File: src/rtl/f2i_pkg.sv
// Shared definitions for the float-to-int request scheduler: default sizes,
// converter latency, the response record and a small modular-index helper.
package f2i_pkg;

  localparam int F2I_WID  = 32;
  localparam int F2I_NREQ = 4;
  localparam int F2I_IDW  = $clog2(F2I_NREQ);

  // Registered converter: result appears one cycle after cv_ce.
  localparam int CONV_LAT = 1;

  typedef struct packed {
    logic [F2I_WID-1:0] data;
    logic [F2I_IDW-1:0] id;
    logic               ovf;
  } f2i_rsp_t;

  // Wrap an index in [0, 2n) back into [0, n).
  function automatic int rr_wrap(input int idx, input int n);
    return (idx >= n) ? idx - n : idx;
  endfunction

endpackage

File: src/rtl/f2i_rr_scheduler_if.sv
// Bundle of request, converter and response signals around the scheduler.
// slave  = scheduler side, master = surrounding system (requesters,
// converter, response consumer).
interface f2i_rr_scheduler_if #(
  parameter int NREQ = f2i_pkg::F2I_NREQ,
  parameter int WID  = f2i_pkg::F2I_WID,
  parameter int IDW  = $clog2(NREQ)
);

  logic [NREQ-1:0]     req_valid;
  logic [NREQ-1:0]     req_ready;
  logic [NREQ*WID-1:0] req_data;

  logic                cv_ce;
  logic [WID-1:0]      cv_i;
  logic [WID-1:0]      cv_o;
  logic                cv_ovf;

  logic                rsp_valid;
  logic                rsp_ready;
  logic [WID-1:0]      rsp_data;
  logic [IDW-1:0]      rsp_id;
  logic                rsp_ovf;

  modport slave (
    input  req_valid, req_data, cv_o, cv_ovf, rsp_ready,
    output req_ready, cv_ce, cv_i, rsp_valid, rsp_data, rsp_id, rsp_ovf
  );

  modport master (
    output req_valid, req_data, cv_o, cv_ovf, rsp_ready,
    input  req_ready, cv_ce, cv_i, rsp_valid, rsp_data, rsp_id, rsp_ovf
  );

endinterface

File: src/rtl/f2i_rr_scheduler_arb.sv
// Combinational round-robin arbiter: the search starts one past the last
// granted index and returns the first asserted request as a one-hot grant
// plus its binary index. All-zero grant when nothing is requested.
module rr_arbiter_onehot import f2i_pkg::*; #(
  parameter int NREQ = F2I_NREQ,
  parameter int IDW  = $clog2(NREQ)
) (
  input  logic [NREQ-1:0] req,
  input  logic [IDW-1:0]  ptr,
  output logic [NREQ-1:0] gnt,
  output logic [IDW-1:0]  idx
);

  logic           found;
  logic [IDW-1:0] k_idx;

  // Rotating priority search, nearest-after-pointer wins
  always_comb begin
    gnt   = '0;
    idx   = '0;
    found = 1'b0;
    k_idx = '0;
    for (int off = 1; off <= NREQ; off++) begin
      k_idx = IDW'(rr_wrap(int'(ptr) + off, NREQ));
      if (!found && req[k_idx]) begin
        found      = 1'b1;
        gnt[k_idx] = 1'b1;
        idx        = k_idx;
      end
    end
  end

endmodule

File: src/rtl/f2i_rr_scheduler.sv
// Round-robin scheduler sharing one registered float-to-int converter among
// NREQ requesters. Two-deep pipeline: S1 tracks the item whose result is in
// the converter register, the response register presents it downstream.
// Optional statistics counters are built when F2I_SCHED_STATS_EN is defined.
module f2i_rr_scheduler import f2i_pkg::*; #(
  parameter int NREQ = F2I_NREQ,
  parameter int WID  = F2I_WID,
  parameter int IDW  = $clog2(NREQ)
) (
  input  logic               clk,
  input  logic               rst_n,
  f2i_rr_scheduler_if.slave  bus
`ifdef F2I_SCHED_STATS_EN
  ,
  output logic [31:0]        stat_conv,
  output logic [15:0]        stat_ovf,
  output logic [15:0]        stat_stall
`endif
);

  // Per-requester view of the packed data bus.
  logic [WID-1:0]  req_word [NREQ];

  logic [NREQ-1:0] gnt;
  logic [IDW-1:0]  gnt_idx;
  logic            any_req;
  logic            adv;
  logic            issue_ok;
  logic            issue;
  logic [WID-1:0]  cv_i_next;

  logic            s1_vld_reg;
  logic [IDW-1:0]  s1_id_reg;
  logic            s1_ovf_reg;
  logic [IDW-1:0]  rr_ptr_reg;
  logic [WID-1:0]  cv_i_reg;

  logic            rsp_valid_reg;
  logic [WID-1:0]  rsp_data_reg;
  logic [IDW-1:0]  rsp_id_reg;
  logic            rsp_ovf_reg;

  genvar gi;
  generate
    for (gi = 0; gi < NREQ; gi++) begin : g_req
      assign req_word[gi] = bus.req_data[gi*WID +: WID];
      // Only the granted requester sees ready, and only when we can issue.
      assign bus.req_ready[gi] = issue & gnt[gi];
    end
  endgenerate

  rr_arbiter_onehot #(
    .NREQ (NREQ),
    .IDW  (IDW)
  ) u_arb (
    .req  (bus.req_valid),
    .ptr  (rr_ptr_reg),
    .gnt  (gnt),
    .idx  (gnt_idx)
  );

  // The response slot frees when empty or being taken; S1 can accept a new
  // item when empty or when it moves into the response slot this cycle.
  // Holding issue off during reset keeps requests from being consumed.
  always_comb begin
    any_req   = |bus.req_valid;
    adv       = !rsp_valid_reg | bus.rsp_ready;
    issue_ok  = !s1_vld_reg | adv;
    issue     = rst_n & issue_ok & any_req;
    // Converter input parks on the last issued word so it does not toggle.
    cv_i_next = issue ? req_word[gnt_idx] : cv_i_reg;
  end

  assign bus.cv_ce     = issue;
  assign bus.cv_i      = cv_i_next;
  assign bus.rsp_valid = rsp_valid_reg;
  assign bus.rsp_data  = rsp_data_reg;
  assign bus.rsp_id    = rsp_id_reg;
  assign bus.rsp_ovf   = rsp_ovf_reg;

  // S1: load on issue (overflow flag is combinational from cv_i now),
  // otherwise empty out when its item moves on to the response slot
  always_ff @(posedge clk) begin
    if (!rst_n) begin
      s1_vld_reg <= 1'b0;
      s1_id_reg  <= '0;
      s1_ovf_reg <= 1'b0;
    end else if (issue) begin
      s1_vld_reg <= 1'b1;
      s1_id_reg  <= gnt_idx;
      s1_ovf_reg <= bus.cv_ovf;
    end else if (adv) begin
      s1_vld_reg <= 1'b0;
    end
  end

  // Response slot: take S1 together with the converter's registered result;
  // hold everything while the consumer stalls
  always_ff @(posedge clk) begin
    if (!rst_n) begin
      rsp_valid_reg <= 1'b0;
      rsp_data_reg  <= '0;
      rsp_id_reg    <= '0;
      rsp_ovf_reg   <= 1'b0;
    end else if (adv) begin
      rsp_valid_reg <= s1_vld_reg;
      if (s1_vld_reg) begin
        rsp_data_reg <= bus.cv_o;
        rsp_id_reg   <= s1_id_reg;
        rsp_ovf_reg  <= s1_ovf_reg;
      end
    end
  end

  // Round-robin pointer and parked converter input move only on an accept
  always_ff @(posedge clk) begin
    if (!rst_n) begin
      rr_ptr_reg <= IDW'(NREQ - 1);
      cv_i_reg   <= '0;
    end else if (issue) begin
      rr_ptr_reg <= gnt_idx;
      cv_i_reg   <= cv_i_next;
    end
  end

`ifdef F2I_SCHED_STATS_EN
  logic        handoff;
  logic        stall;
  logic [31:0] stat_conv_next;
  logic [15:0] stat_ovf_next;
  logic [15:0] stat_stall_next;

  // Saturating increments for the event counters
  always_comb begin
    handoff         = rsp_valid_reg & bus.rsp_ready;
    stall           = rsp_valid_reg & !bus.rsp_ready;
    stat_conv_next  = stat_conv;
    stat_ovf_next   = stat_ovf;
    stat_stall_next = stat_stall;
    if (handoff && (stat_conv != '1))
      stat_conv_next = stat_conv + 32'd1;
    if (handoff && rsp_ovf_reg && (stat_ovf != '1))
      stat_ovf_next = stat_ovf + 16'd1;
    if (stall && (stat_stall != '1))
      stat_stall_next = stat_stall + 16'd1;
  end

  // Counter registers, cleared by reset
  always_ff @(posedge clk) begin
    if (!rst_n) begin
      stat_conv  <= '0;
      stat_ovf   <= '0;
      stat_stall <= '0;
    end else begin
      stat_conv  <= stat_conv_next;
      stat_ovf   <= stat_ovf_next;
      stat_stall <= stat_stall_next;
    end
  end
`endif

endmodule

File: src/flat_wrapper.sv
// flat-port wrapper written by rule: the top's interface ports become plain ports
module f2i_rr_scheduler_flat import f2i_pkg::*;
#(
  parameter int NREQ = F2I_NREQ,
  parameter int WID  = F2I_WID,
  parameter int IDW  = $clog2(NREQ)
)
  (clk, rst_n, bus_req_valid, bus_req_data, bus_cv_o, bus_cv_ovf, bus_rsp_ready, bus_req_ready, bus_cv_ce, bus_cv_i, bus_rsp_valid, bus_rsp_data, bus_rsp_id, bus_rsp_ovf);
  f2i_rr_scheduler_if #(.NREQ(NREQ), .WID(WID), .IDW(IDW)) bus_i ();
  input  logic clk;
  input  logic rst_n;
  input wire logic [$bits(bus_i.req_valid)-1:0] bus_req_valid;
  input wire logic [$bits(bus_i.req_data)-1:0] bus_req_data;
  input wire logic [$bits(bus_i.cv_o)-1:0] bus_cv_o;
  input wire logic [$bits(bus_i.cv_ovf)-1:0] bus_cv_ovf;
  input wire logic [$bits(bus_i.rsp_ready)-1:0] bus_rsp_ready;
  output wire logic [$bits(bus_i.req_ready)-1:0] bus_req_ready;
  output wire logic [$bits(bus_i.cv_ce)-1:0] bus_cv_ce;
  output wire logic [$bits(bus_i.cv_i)-1:0] bus_cv_i;
  output wire logic [$bits(bus_i.rsp_valid)-1:0] bus_rsp_valid;
  output wire logic [$bits(bus_i.rsp_data)-1:0] bus_rsp_data;
  output wire logic [$bits(bus_i.rsp_id)-1:0] bus_rsp_id;
  output wire logic [$bits(bus_i.rsp_ovf)-1:0] bus_rsp_ovf;
  assign bus_i.req_valid = bus_req_valid;
  assign bus_i.req_data = bus_req_data;
  assign bus_i.cv_o = bus_cv_o;
  assign bus_i.cv_ovf = bus_cv_ovf;
  assign bus_i.rsp_ready = bus_rsp_ready;
  assign bus_req_ready = bus_i.req_ready;
  assign bus_cv_ce = bus_i.cv_ce;
  assign bus_cv_i = bus_i.cv_i;
  assign bus_rsp_valid = bus_i.rsp_valid;
  assign bus_rsp_data = bus_i.rsp_data;
  assign bus_rsp_id = bus_i.rsp_id;
  assign bus_rsp_ovf = bus_i.rsp_ovf;
  f2i_rr_scheduler #(.NREQ(NREQ), .WID(WID), .IDW(IDW)) u_core (.clk(clk), .rst_n(rst_n), .bus(bus_i));
endmodule
File: config.mk
export PLATFORM = sky130hd
export DESIGN_NAME = f2i_rr_scheduler_flat
export DESIGN_NICKNAME = d
export VERILOG_FILES = /design/src/rtl/f2i_pkg.sv /design/src/rtl/f2i_rr_scheduler_if.sv /design/src/rtl/f2i_rr_scheduler_arb.sv /design/src/rtl/f2i_rr_scheduler.sv /design/src/flat_wrapper.sv
export SDC_FILE = /design/constraint.sdc
export NUM_CORES = 1
export LEC_CHECK = 0
export ABC_CLOCK_PERIOD_IN_PS = 5970
export BUFFER_PORTS_ARGS = -buffer_cell sky130_fd_sc_hd__buf_2
export CAP_MARGIN = 30
export CORE_ASPECT_RATIO = 0.9
export CORE_MARGIN = 8
export CORE_UTILIZATION = 45
export DETAILED_ROUTE_END_ITERATION = 16
export HOLD_SLACK_MARGIN = 0.06
export PLACE_DENSITY = 0.79
export SYNTH_ARGS = -nofsm -noshare
export SYNTH_HDL_FRONTEND = slang
export SYNTH_SLANG_ARGS = --single-unit
File: constraint.sdc
create_clock -name clk -period 5.97 [get_ports clk]
set_clock_uncertainty 0.2 [all_clocks]
set_input_delay 1.791 -clock clk [delete_from_list [all_inputs] [get_ports clk]]
set_output_delay 1.791 -clock clk [all_outputs]
set_load 0.01 [all_outputs]
Word-level counts from Yosys, hierarchy flattened
Cells that the tools add are included.
- bits in registers: 74
- input bits: 168
- logic and storage cells: 94
- magnitude comparators: 13
- add/subtract/negate cells: 8
- multiplexer cells: 37
- reductions and logical operators: 15
- bitwise gates (word level): 12
- operators by type and width (kind ; count):
    2-to-1 mux 32 bit ; 3
    binary-select mux 32 bit (select 2 bit) ; 1
    2-to-1 mux 2 bit ; 8
    2-to-1 mux 4 bit ; 4
    2-to-1 mux 1 bit ; 13
    greater-or-equal comparator 3 bit (second input constant) ; 4
    less-than comparator 2 x 3 -> 1 bit (second input constant) ; 4
    OR 4 bit ; 3
    binary-select mux 1 bit (select 2 bit) ; 4
    demux 1 bit (select 2 bit) ; 4
    greater-or-equal comparator 2 x 1 -> 1 bit (second input constant) ; 4
    subtractor 2 x 1 -> 2 bit (second input constant) ; 4
    logical AND 1 bit ; 7
    adder 2 x 2 -> 3 bit (second input constant) ; 2
    bitwise AND 1 bit ; 6
    logical NOT 1 bit ; 5
    adder 2 x 3 -> 4 bit (second input constant) ; 1
    greater-or-equal comparator 4 x 3 -> 1 bit (second input constant) ; 1
    OR reduction 4 bit ; 1
    adder 2 x 1 -> 3 bit (second input constant) ; 1
    NOT 2 -> 3 bit ; 1
    OR 1 bit ; 2
    AND reduction 2 bit ; 1
    nonzero test 2 bit ; 1

Logic depth before layout (Yosys ltp)
Gate-level depths: netlist of run 1.
- word-level depth: 20
- mapped depth: 12
- depth with buffers taken out: 8

Modules after synthesis
From an unflattened synthesis of run 1, not the netlist that was laid out.
- cell total of the unflattened synthesis: 480
- area total of the unflattened synthesis: 4393.0 um^2
- by module, submodules not included (module ; sequential area each (um^2) ; area an instance (um^2) ; times used ; cells each):
    f2i_rr_scheduler ; 1481.4 ; 3847.4 ; 1 ; 412
    rr_arbiter_onehot ; 0.0 ; 545.5 ; 1 ; 68

Least setup slack after synthesis of run 1
No wires, ideal clock.
- path kind: input-to-output
- start point: in bus_req_valid[3]
- end point: out bus_cv_i[30]
- cell stages on the path: 8
- setup slack: 0.511 ns
- arrival: 3.468 ns
- path through: buf_2 -> mux2i_1 -> mux2_4 -> o311ai_2 -> buf_4 -> buf_4 -> mux2i_1 -> o221ai_1
- longest elaborated chain between the ends: 17
- ends and longest elaborated chain (item ; line ; RTL):
    from (decl) ; flat_wrapper.sv:12 ; input wire logic [$bits(bus_i.req_valid)-1:0] bus_req_valid;
    binary-select mux 1 bit (select 2 bit) ; f2i_rr_scheduler_arb.sv:25 ; if (!found && req[k_idx]) begin
    2-to-1 mux 1 bit (not written as such) ; f2i_rr_scheduler_arb.sv:25 ;
    2-to-1 mux 1 bit ; f2i_rr_scheduler_arb.sv:25 ;
    logical NOT 1 bit ; f2i_rr_scheduler_arb.sv:25 ;
    logical AND 1 bit ; f2i_rr_scheduler_arb.sv:25 ;
    2-to-1 mux 1 bit ; f2i_rr_scheduler_arb.sv:25 ;
    logical NOT 1 bit ; f2i_rr_scheduler_arb.sv:25 ;
    logical AND 1 bit ; f2i_rr_scheduler_arb.sv:25 ;
    2-to-1 mux 1 bit ; f2i_rr_scheduler_arb.sv:25 ;
    logical NOT 1 bit ; f2i_rr_scheduler_arb.sv:25 ;
    logical AND 1 bit ; f2i_rr_scheduler_arb.sv:25 ;
    2-to-1 mux 2 bit ; f2i_rr_scheduler_arb.sv:25 ;
    NOT 2 -> 3 bit (not written as such) ; f2i_rr_scheduler.sv:71 ; cv_i_next = issue ? req_word[gnt_idx] : cv_i_reg;
    binary-select mux 32 bit (select 2 bit) ; f2i_rr_scheduler.sv:71 ;
    2-to-1 mux 32 bit (not written as such) (2 in a row) ; f2i_rr_scheduler.sv:71 ;
    2-to-1 mux 32 bit (*) ; f2i_rr_scheduler.sv:71 ;
    to (decl) ; flat_wrapper.sv:19 ; output wire logic [$bits(bus_i.cv_i)-1:0] bus_cv_i;
Mark *: on every way between the ends. The rest lies on a longest branch, timed or not. The select of a mux whose other input is x is not followed.

Worst setup path in the final report of run 1
- start point: in bus_req_valid[0]
- end point: out bus_cv_i[11]
The elaborated chain is that of the path after synthesis.

==> results.cfg, run 1 <==
[setup_path]
critPathRequiredTime_ns = 3.98
crit_slowest_cell = mux2_4
critical_path_class = input port to output port
critical-path-max-stage-delay_ns = 0.32
crit_path_start_kind = input port
critPathMaxFanout = 23
crit_arrival_ns = 3.85
crit_top_cell = buf_12
worstPathCellList = clkbuf_4 -> mux2i_2 -> mux2_4 -> o311ai_4 -> buf_12 -> buf_12 -> mux2i_1 -> o221ai_1 -> buf_2
endpoint_kind = output port

[synthesis]
synth.distinct_cells = 42
syn_area_um2 = 4410
synth_cells = 524
yosysWarnings = 0
synth_ff_type = dfxtp_1
ys_ff_latch = 74
ys_seq_area_share_pct = 33.6
syn-num-nets = 700
synth_edf_count = 0
syn_area_per_cell_um2 = 8.41
async_reset_ff_share_pct = 0

[floorplanning]
fp.dieW_um = 120
fp-row-count = 34
core-area_um2 = 9610
pin_count = 241
die_h_um = 110
die_area_um2 = 13200
start_util_pct = 45.8

[clock_network]
ctsHoldBuffers = 0
cts_tree = done
htree_num_levels = 3
path_clk_slew_ns = 0.08
max-clock-path-buffers = 2
cts.sinks = 74
cts-root-buf = clkbuf_8
insertion_delay_ns = 0.34
cts_buffers = 9

[drt]
drtAntennaViolNets = 0
via_per_inst = 5.53
drc_errors = 0
num_vias = 4868
drt-initial-drc-count = 420
wl_mm = 14.7
route.detailed.wl_per_inst_um = 16.7
drtPass1Iterations = 5

[timing]
period_share_pct = 97.9
slew_headroom_pct = 67.3
finalHoldViolations = 0
worstMarginPinSlew_ns = 0.488
worst_slack_ns = 0.126
max_freq_ghz = 0.171
finalSetupViolCount = 0
slew_viol_final = 0
fin_crit_ns = 5.84
hold_ws_ns = 0.255

[layout]
num_antenna_cells = 0
num-fill-cells = 815
design_area_um2 = 6080
area_growth_pct = 38.0
layout.nets = 926
final_common_cell = buf_2
layout_common_cells = buf_2 (237), nand2_1 (147), dfxtp_1 (74)
drive_gt1_share_pct = 39.6

[global_routing]
grt_pass1_wl_mm = 22.3
grt_max_degree = 60
grt_usage_pct = 20.3
grt_pass1_vias = 4777
antenna_found_initial = 0
overflow = 0

[power_and_ir_drop]
power_leakage_nw = 2.90
pwr_density_cell_nw_per_um2 = 487
ir_drop_mv = 0.275

[placement]
post-place-ws_ns = 0.0643
io_buffers = 240
place.gp.congestion = 0.923
post_dp_cell_area_um2 = 5780
dp_hpwl_mm = 11.4

[hold_path]
hp-class = register to register

[flow_run]
max_cap_violations = 0

[outcome]
status = complete, no violations
## final cells by class
type | instances | area (µm²) | share of cell area (%)
inverters | 4 | 15.0 | 0.247
flip-flops and latches | 74 | 1480 | 24.4
clock buffers | 9 | 124 | 2.04
well taps | 126 | 158 | 2.59
repair buffers | 263 | 1490 | 24.5
clock inverters | 7 | 108 | 1.77
multi-input cells | 398 | 2710 | 44.5
## metrics by stage
step	setup TNS [ns]	utilization [%]	instances	power, mW
after floorplan	0	-	524	1.93
after global placement	0	59.5	861	2.40
after global routing	-0.0622	63.3	881	3.17
after detailed placement	0	60.1	863	2.47
after CTS	0	62.5	879	2.92
final	0	63.3	881	2.96
## worst max-delay path: cells and delay by family
| kind | cells | cell delay, ns |
|---|---|---|
| AO/OA/AOI/OAI | 2 | 0.48 |
| buffers and inverters | 4 | 0.81 |
| multiplexers | 3 | 0.75 |
## logic make-up after synthesis
kind of cell	Yosys count	synth area share [%]
AOI/OAI and AO/OA	139	24.4
adders and majority gates	8	2.27
buffers and inverters	52	6.44
DFF	74	33.6
muxes	72	16.6
and+or+nand+nor	179	16.6
## synth_stat cells, types with 3 or more instances
cell type,number,share of area [%]
buf_6,6,1.5
a22o_1,4,0.79
nor3_1,3,0.34
o21ai_0,9,1.0
nor2_1,11,0.94
o21a_1,3,0.51
clkbuf_1,21,1.8
a22oi_1,4,0.68
nor3b_1,5,0.85
a21boi_0,22,3.7
a21oi_1,20,2.3
dfxtp_1,74,34
nand2_1,147,13
o221ai_1,62,12
o211ai_1,3,0.51
nor2b_1,4,0.57
buf_4,5,0.85
buf_2,14,1.6
mux2i_1,68,15
ha_1,8,2.3
## where the power goes
| part | internal, mW | switching (mW) | total (mW) | leakage, nW |
|---|---|---|---|---|
| Clock | 0.244 | 0.205 | 0.449 | 0.114 |
| Sequential | 0.620 | 0.0664 | 0.686 | 0.613 |
| Combinational | 0.827 | 0.998 | 1.83 | 2.17 |
| Total | 1.69 | 1.27 | 2.96 | 2.90 |
## routing by layer
metal,global-route usage [%],vias up,share of wire (%)
met3,6.01,29,7.8
met5,0,-,0
li1,-,2366,-
met4,8.46,0,2.1
met2,36.7,219,52
met1,22.0,2254,38
## final timing paths
check | slack (ns) | startpoint | cells past startpoint | end
setup / recovery | 0.13 | bus_req_valid[0] | 9 | bus_cv_i[11]
hold reg to reg | 0.25 | u_core.s1_ovf_reg$_SDFFE_PN0P_ | 2 | u_core.s1_ovf_reg$_SDFFE_PN0P_
hold / removal | 0.25 | u_core.s1_ovf_reg$_SDFFE_PN0P_ | 2 | u_core.s1_ovf_reg$_SDFFE_PN0P_
setup reg to reg | 2.45 | u_core.rr_ptr_reg[1]$_SDFFE_PN1P_ | 10 | u_core.cv_i_reg[11]$_SDFFE_PN0P_
## timing repair
item,4_1_cts,5_1_grt
setup endpoints to repair,0,32
gates resized for setup,0,11
buffers inserted,0,1
Power figures use the tool's default switching activity.
==> inputs of run 2 (changes only) <==
Settings changed: CORE_UTILIZATION 45 to 25, PLACE_DENSITY 0.79 to 0.48.
==> run 2 against run 1 <==
Net effect:
- sequential power is 1% lower
- first-iteration DRC count is 63% lower
- critical path depth stayed put
- die area is 67% higher
- combinational power is 3% higher
- register-to-register slack better by 0.32 ns
- sequential cell count stayed put
- power is 3.8% higher
- global-route usage is 6.2 points lower
- via count is 4.0% lower
==> results.cfg, run 2 (synthesis results as in run 1) <==
[timing]
rsz0062_at_grt = false
finalHoldViolations = 0
worstMarginPinSlew_ns = 0.817
fin_crit_ns = 5.84
slew_viol_final = 0
max_freq_ghz = 0.171
hold_ws_ns = 0.251
finalSetupViolCount = 0
final.setup.tns_ns = 0
period_share_pct = 97.8
slew_headroom_pct = 45.4

[layout]
layout_common_cells = buf_2 (238), nand2_1 (147), dfxtp_1 (74)
drive_gt1_share_pct = 39.9
design_area_um2 = 6300
layout.nets = 937
num_antenna_cells = 0
area_growth_pct = 43.0
final_common_cell = buf_2

[drt]
route.detailed.wl_per_inst_um = 16.2
drtPass1Iterations = 4
drt-initial-drc-count = 155
via_per_inst = 4.65
num_vias = 4675
drtAntennaViolNets = 0
wl_mm = 16.3
drc_errors = 0

[floorplanning]
fp-row-count = 46
fp.dieW_um = 156
start_util_pct = 25.3
pin_count = 241
die_h_um = 142
die_area_um2 = 22100
core-area_um2 = 17400

[placement]
dp_hpwl_mm = 12.5
place.gp.congestion = 0.805
io_buffers = 240
post_dp_cell_area_um2 = 6000

[setup_path]
critPathRequiredTime_ns = 3.98
r2r_end = u_core.cv_i_reg[21]$_SDFFE_PN0P_
crit_slowest_cell = mux2_4
r2r_start = u_core.rr_ptr_reg[1]$_SDFFE_PN1P_
endpoint_kind = output port
worstPathCellList = buf_2 -> mux2i_1 -> mux2_4 -> o311ai_4 -> buf_12 -> buf_12 -> mux2i_1 -> o221ai_1 -> buf_2
critical_path_class = input port to output port
critical-path-max-stage-delay_ns = 0.33
critPathMaxFanout = 23
crit_path_start_kind = input port
reg2reg_depth = 11
crit_arrival_ns = 3.85
r2r_slack_ns = 2.77

[global_routing]
grt_max_degree = 46
overflow = 0
grt_usage_pct = 14.1
grt_pass1_wl_mm = 25.0
antenna_found_initial = 0
grt_pass1_vias = 4671

[clock_network]
cts.sinks = 74
path_clk_slew_ns = 0.06
cts_tree = done
max-clock-path-buffers = 2
htree_num_levels = 3
cts_buffers = 9
cts-root-buf = clkbuf_16
insertion_delay_ns = 0.33

[hold_path]
hold_end = u_core.bus.rsp_data[30]$_SDFFE_PN0P_
hold_depth = 2
hold_path.startpoint = u_core.bus.rsp_data[30]$_SDFFE_PN0P_
hp-class = register to register

[power_and_ir_drop]
pwr_density_cell_nw_per_um2 = 488
power_leakage_nw = 2.96
ir_drop_mv = 0.171

[outcome]
status = complete, no violations

[flow_run]
max_cap_violations = 0
-- run 2: cell types whose count changed in the layout (fill, tap and decap cells not counted), moves of 2 or more --
cell	delta
buf_12	+2
buf_16	-2
buf_4	+12
bufinv_16	-2
clkbuf_16	+8
clkbuf_8	-8
inv_8	-2
-- run 2: critical path: cells and delay by family --
kind / cells / cell delay, ns
AOI/OAI and AO/OA: 2 / 0.47
buffers and inverters: 4 / 0.78
muxes: 3 / 0.78
-- run 2: worst max-delay path by stage --
stage,from,end,slack (ns),cells past startpoint
6_report,bus_req_valid[2],bus_cv_i[11],0.13,9
3_3_place_gp,bus_req_valid[0],bus_cv_i[10],0.04,9
4_1_cts,bus_req_valid[0],bus_cv_i[10],0.03,9
3_5_place_dp,bus_req_valid[0],bus_cv_i[10],0.03,9
5_1_grt,bus_req_valid[2],bus_cv_i[21],0.02,9
2_1_floorplan,bus_req_valid[3],bus_cv_i[30],0.51,8
-- run 2: through the flow --
step	power [mW]	instances	util (%)	setup WS, ns
global route	3.31	1006	36.2	0.0246
detailed placement	2.58	989	34.4	0.0309
finish	3.07	1006	36.2	0.129
floorplan	1.93	524	-	0.511
CTS	3.11	1005	36.0	0.0315
global placement	2.60	989	34.4	0.0435
-- run 2: cell type report --
cell class                 instances  area, µm²
timing repair buffer             274       1540
fill                            1889      11100
inverter                           4       15.0
multi-input combinational        398       2690
clock buffer                      11        243
sequential                        74       1480
clock inverter                     5       37.5
tap                              240        300
-- run 2: where the power goes --
part	switching (mW)	leakage [nW]	internal (mW)
Sequential	0.0555	0.613	0.621
Combinational	1.02	2.21	0.869
Clock	0.215	0.133	0.295
Total	1.29	2.96	1.78
-- run 2: metal layers --
metal | track usage, % | wire length [µm] | vias up
li1 | - | - | 2391
met1 | 16.6 | 6900 | 2140
met2 | 24.7 | 8290 | 132
met3 | 3.98 | 949 | 12
met4 | 3.62 | 189 | 0
met5 | 0 | 0 | -
-- run 2: repair_timing --
item	in CTS	in global routing
hold buffers	0	0
buffers inserted	0	1
gates resized for setup	0	5
endpoints found under the setup margin	0	22
